### config.mk
export PLATFORM = sky130hd
export DESIGN_NAME = tiro_inimigo
export DESIGN_NICKNAME = d
export VERILOG_FILES = /design/src/rtl/tiro_inimigo.sv
export SDC_FILE = /design/constraint.sdc
export NUM_CORES = 1
export LEC_CHECK = 0
export CORE_UTILIZATION = 49
export DETAILED_ROUTE_END_ITERATION = 10
export GPL_TIMING_DRIVEN = 0
export PLACE_DENSITY = 0.88
export SLEW_MARGIN = 15
export SYNTH_ARGS = -nofsm -noshare
export SYNTH_HDL_FRONTEND = slang
export SYNTH_SLANG_ARGS = --single-unit
### constraint.sdc
create_clock -name CLOCK_50 -period 8.1 [get_ports CLOCK_50]
set_input_delay 0.81 -clock CLOCK_50 [delete_from_list [all_inputs] [get_ports CLOCK_50]]
set_output_delay 0.81 -clock CLOCK_50 [all_outputs]
set_load 0.005 [all_outputs]
### src/rtl/tiro_inimigo.sv
// Enemy fire: picks a pseudo-random live enemy, drops one bullet at a time and flags ship hits.
// Optional macro TIRO_MIRADO_EN: bullet drifts 1 px per movement tick toward the ship centre.
module tiro_inimigo #(
  parameter int          N_INIMIGOS = 8,
  parameter int          INTERVALO  = 40,
  parameter int          VEL        = 4,
  parameter int          LARG_NAVE  = 33,
  parameter int          ALT_NAVE   = 24,
  parameter logic [15:0] SEMENTE    = 16'hACE1
) (
  input  logic                    CLOCK_50,
  input  logic                    resetInimigo,
  input  logic                    pausa,
  input  logic                    tick_mv,
  input  logic [10*N_INIMIGOS-1:0] inimigos_x,
  input  logic [10*N_INIMIGOS-1:0] inimigos_y,
  input  logic [N_INIMIGOS-1:0]   inimigos_vivo,
  input  logic [9:0]              nave_x,
  input  logic [9:0]              nave_y,
  output logic [9:0]              tiro_x,
  output logic [9:0]              tiro_y,
  output logic                    tiro_ativo,
  output logic                    acertou_nave
);

  localparam int               CW       = (INTERVALO > 1) ? $clog2(INTERVALO) : 1;
  localparam logic [CW-1:0]    CD_MAX   = CW'(INTERVALO - 1);
  localparam logic [4:0]       IDX_MAX  = 5'(N_INIMIGOS - 1);
  localparam logic [5:0]       SCAN_MAX = 6'(N_INIMIGOS - 1);

  typedef enum logic [1:0] {OCIOSO, ESCOLHE, VOO, ACERTO} estado_t;

  estado_t       estado;
  logic [CW-1:0] cooldown;
  logic [15:0]   lfsr;
  logic [4:0]    idx;
  logic [5:0]    scan;

  logic [9:0]    x_sel;
  logic [9:0]    y_sel;
  logic          vivo_sel;
  logic [10:0]   tx11;
  logic [10:0]   ty11;
  logic          acerto_cond;
  logic          sai_tela;
  logic [4:0]    idx_inicial;

  // Mux of the current candidate; constant part-selects keep indexing lint-clean
  always_comb begin
    x_sel    = '0;
    y_sel    = '0;
    vivo_sel = 1'b0;
    for (int k = 0; k < N_INIMIGOS; k++) begin
      if (idx == 5'(k)) begin
        x_sel    = inimigos_x[10*k +: 10];
        y_sel    = inimigos_y[10*k +: 10];
        vivo_sel = inimigos_vivo[k];
      end
    end
  end

  assign tx11        = {1'b0, tiro_x};
  assign ty11        = {1'b0, tiro_y};
  assign acerto_cond = ({1'b0, nave_x} <= tx11) && (tx11 < ({1'b0, nave_x} + 11'(LARG_NAVE))) &&
                       ({1'b0, nave_y} <= ty11) && (ty11 < ({1'b0, nave_y} + 11'(ALT_NAVE)));
  assign sai_tela    = (ty11 + 11'(VEL)) >= 11'd480;
  assign idx_inicial = 5'({1'b0, lfsr[4:0]} % 6'(N_INIMIGOS));

`ifdef TIRO_MIRADO_EN
  logic [10:0] alvo_x;
  logic [9:0]  passo_x;
  assign alvo_x = {1'b0, nave_x} + 11'(LARG_NAVE / 2);
  always_comb begin
    passo_x = tiro_x;
    if (tx11 < alvo_x)      passo_x = tiro_x + 10'd1;
    else if (tx11 > alvo_x) passo_x = tiro_x - 10'd1;
  end
`endif

  // Single FSM; the LFSR free-runs even while paused so selection stays unpredictable
  always_ff @(posedge CLOCK_50 or posedge resetInimigo) begin
    if (resetInimigo) begin
      estado       <= OCIOSO;
      cooldown     <= '0;
      lfsr         <= SEMENTE;
      idx          <= '0;
      scan         <= '0;
      tiro_x       <= '0;
      tiro_y       <= '0;
      tiro_ativo   <= 1'b0;
      acertou_nave <= 1'b0;
    end else begin
      lfsr         <= {1'b0, lfsr[15:1]} ^ (lfsr[0] ? 16'hB400 : 16'h0000);
      acertou_nave <= 1'b0;
      case (estado)
        OCIOSO: begin
          if (tick_mv && !pausa) begin
            if (cooldown == CD_MAX) begin
              cooldown <= '0;
              idx      <= idx_inicial;
              scan     <= '0;
              estado   <= ESCOLHE;
            end else begin
              cooldown <= cooldown + 1'b1;
            end
          end
        end
        ESCOLHE: begin
          if (!pausa) begin
            if (vivo_sel) begin
              tiro_x     <= x_sel + 10'd16;
              tiro_y     <= y_sel + 10'd24;
              tiro_ativo <= 1'b1;
              estado     <= VOO;
            end else if (scan == SCAN_MAX) begin
              estado <= OCIOSO;
            end else begin
              idx  <= (idx == IDX_MAX) ? 5'd0 : idx + 5'd1;
              scan <= scan + 6'd1;
            end
          end
        end
        VOO: begin
          // Hit takes priority over leaving the screen or moving
          if (!pausa) begin
            if (acerto_cond) begin
              tiro_ativo   <= 1'b0;
              acertou_nave <= 1'b1;
              estado       <= ACERTO;
            end else if (tick_mv) begin
              if (sai_tela) begin
                tiro_ativo <= 1'b0;
                estado     <= OCIOSO;
              end else begin
                tiro_y <= tiro_y + 10'(VEL);
`ifdef TIRO_MIRADO_EN
                tiro_x <= passo_x;
`endif
              end
            end
          end
        end
        ACERTO: begin
          estado <= OCIOSO;
        end
        default: begin
          estado <= OCIOSO;
        end
      endcase
    end
  end

endmodule

==> flow_metrics.tcl <==
set metrics [dict create \
    tritoncts "done" \
    cts.clk_slew.worst_paths_ns 0.08 \
    cp.arrival_ns 4.13 \
    period_share 0.481 \
    detail_route.wl_per_cell_um 20.5 \
    first_pass_iters 7 \
    track_usage 0.367 \
    ys_async_sr_fraction 1.00 \
    clock-sinks 57 \
    drv_cap 0 \
    worst_pin_slew_ns 0.771 \
    fmax_ghz 0.257 \
    numPortBuffers 212 \
    combPwrFrac 0.678 \
    placed_cell_area_mm2 0.00783 \
    synth_seq_area_share 0.260 \
    power.density_mw_per_mm2 309 \
    reg2regPathDepth 11 \
    syn_inst 671 \
    r2r-start "idx[0]" \
    intPower_mw 1.31 \
    r2r_end "tiro_y[7]" \
    clockBufferDepth 2 \
    htree_levels 3 \
    fin_area_mm2 0.00808 \
    post-dp-hpwl_um 17200 \
    rows 38 \
    synthToLayoutAreaGrowth_pct 46.5 \
    grtUsageMet1 0.422 \
    start_util 0.506 \
    p_switching_mw 1.19 \
    worstSetupEndpointType "flop" \
    hold_depth 0 \
    vias 6495 \
    outcome "finished, final reports clean" \
    synthAdderAreaFrac 0.118 \
    post_cts_resized 0 \
    crit_fanout 10 \
    grt.busiest_layer "met2" \
    post_drt_via_cell_ratio 6.25 \
    fp.dieW_um 108 \
    synth_edf_count 0 \
    rsz0062_at_grt "false" \
    antenna_found_initial 0 \
    grt_max_degree 32 \
    cts_setup_buffers 0 \
    crit_required_ns 8.33 \
    drive_gt1_frac 0.0633 \
    cp-start-kind "input pin" \
    p_seq_frac 0.188 \
    clockPowerShare 0.134 \
    wl_um 21300 \
    synth_seq_cells 57 \
    critPathLaunch "nave_x[1]" \
    drt_iter0_drc 550 \
    die_y_um 108 \
    setup_violations 0 \
    synthXorXnorAreaFrac 0.0508 \
    met2_usage 0.673 \
    irDropWorstVdd_mv 0.151 \
    syn_avg_cell_area_um2 8.22 \
    grt_pass1_vias 6491 \
    nets 1139 \
    synth_mux_area_frac 0.0102 \
    synth-main-ff-cell "dfrtp_1" \
    ctsHoldBuffers 0 \
    synthesis.area_mm2 0.00551 \
    cp-endpoint "tiro_y[2]" \
    syn_nets 915 \
    slew_viol_final 0 \
    root_buffer "clkbuf_8" \
    io_pins 214 \
    slew_headroom 0.479 \
    globalplace.congestion 1.05 \
    synthDistinctLibCells 76 \
    swShare 0.476 \
    dieArea_mm2 0.0117 \
    drcViolationCount 0 \
    rrSetupSlack_ns 4.51 \
    clock_latency_ns 0.35 \
    setup_tns_ns 0 \
    yosys.area_share.simple 0.220 \
    antenna_cells 0 \
    yosysWarningCount 0 \
    fill_cells 811 \
    core-area_mm2 0.0109 \
    hold_path_class "flop to flop" \
    grt_first_pass_wirelength_um 32800 \
    p_leak_nw 3.33 \
    synth_compound_area_frac 0.280 \
    final-hold-violation-count 0 \
    synth_area_leader_cell "dfrtp_1" \
    ant_nets 0 \
    cts_buffers 9 \
    crit_type "input pin to flop" \
    overflow 0 \
    synth_top_family_by_area "compound AO/OA/AOI/OAI gates" \
    netlist_top_cells_area "dfrtp_1, ha_1, o21ai_0" \
    use_met3 0.0561 \
    synthDominantCellAreaShare 0.222 \
    min_period_ns 3.90 \
    clock_skew_ns 0.0195 \
]
-- worst min path at each step --
stage	slack (ns)	end	from
final	0.36	lfsr[11]	lfsr[12]
after global routing	0.36	lfsr[5]	lfsr[6]
after CTS	0.36	lfsr[6]	lfsr[7]
after detailed placement	0.34	lfsr[3]	lfsr[4]
after global placement	0.34	lfsr[11]	lfsr[12]
after floorplan	0.33	lfsr[2]	lfsr[3]
-- sequential cells by signal, summed over array words and instances, names as in the netlist --
signal	flops
lfsr	16
estado	2
idx	5
tiro_x	10
acertou_nave	1
tiro_ativo	1
cooldown	6
tiro_y	10
scan	6
-- cells in the mapped netlist (10+ instances only) --
cell type / number
nand2_1: 65
nor2_1: 56
ha_1: 52
o21ai_0: 50
dfrtp_1: 49
inv_1: 38
a21oi_1: 35
clkbuf_1: 26
a221oi_1: 21
nand3_1: 19
xor2_1: 19
a211oi_1: 18
nor3_1: 18
nand4_1: 13
xnor2_1: 13
a31oi_1: 10
-- critical path, cell delays in order --
cell and delay, ns:
clkdlybuf4s50_1 0.50, ha_1 0.27, a41oi_1 0.42, nor2_1 0.12, xnor2_1 0.14, ha_1 0.31, o2111ai_1 0.11, nor2_1 0.06
o21ai_0 0.12, a21oi_1 0.19, a2111oi_4 0.46, a21oi_2 0.16, buf_6 0.17, mux2_4 0.29
-- cells in the final DEF (no fill, tap or decap), types with 4 or more instances in the layout --
master and count:
clkdlybuf4s50_1 212, nand2_1 65, nor2_1 56, ha_1 52
o21ai_0 50, dfrtp_1 49, inv_1 37, a21oi_1 35
clkbuf_1 26, a221oi_1 21, nand3_1 19, xor2_1 19
nor3_1 18, a211oi_1 18, xnor2_1 13, nand4_1 13
a31oi_1 10, o221ai_1 9, a21o_1 9, clkbuf_8 9
nand2b_1 8, o22ai_1 8, dfstp_2 8, buf_2 7
o2111ai_1 7, nor3b_1 5, a221o_1 5, and2_1 5
a32oi_1 5, nor2b_1 4, o211ai_1 4, or3_1 4
a22oi_1 4, a2111oi_0 4
-- power groups by stage --
stage,logic [mW],clock network (mW),registers (mW)
global placement,1.59,0,0.464
floorplan,1.09,0,0.441
CTS,1.66,0.336,0.467
finish,1.69,0.334,0.470
detailed placement,1.64,0,0.472
global route,1.84,0.350,0.481
-- metrics by stage --
stage | hold WS, ns | util | total power, mW | worst slack [ns] | cells
after floorplan | 0.331 | - | 1.53 | 4.85 | 671
after global placement | 0.338 | 0.717 | 2.05 | 3.96 | 1023
after detailed placement | 0.336 | 0.719 | 2.12 | 3.92 | 1024
after CTS | 0.362 | 0.742 | 2.46 | 4.27 | 1040
after global routing | 0.364 | 0.742 | 2.67 | 4.05 | 1040
final | 0.360 | 0.742 | 2.50 | 4.20 | 1040
-- layout make-up --
| class | instances | area, µm² | share of cell area |
|---|---|---|---|
| clock inverters | 7 | 125 | 0.0155 |
| inverters | 39 | 146 | 0.0181 |
| plain buffers | 40 | 185 | 0.0229 |
| multi-input cells | 535 | 3750 | 0.464 |
| repair buffers | 213 | 2140 | 0.265 |
| flip-flops and latches | 57 | 1440 | 0.178 |
| well taps | 140 | 175 | 0.0217 |
| clock buffers | 9 | 124 | 0.0153 |
-- metal layers --
| layer | wire length (µm) | part of all wire | vias up |
|---|---|---|---|
| met3 | 1520 | 0.071 | 59 |
| met5 | 0 | 0 | - |
| met2 | 10600 | 0.50 | 360 |
| met4 | 775 | 0.036 | 0 |
| li1 | - | - | 2988 |
| met1 | 8360 | 0.39 | 3088 |
-- kinds of logic (layout without fill, tap and decap cells) --
kind of cell	Yosys count	after routing
xor+xnor	32	32
fa+ha+maj	52	52
mux	5	5
simple gates	227	227
compound gates	219	219
flops	57	57
buf+inv	79	308
Note: power is estimated with default switching activity, not from simulation.
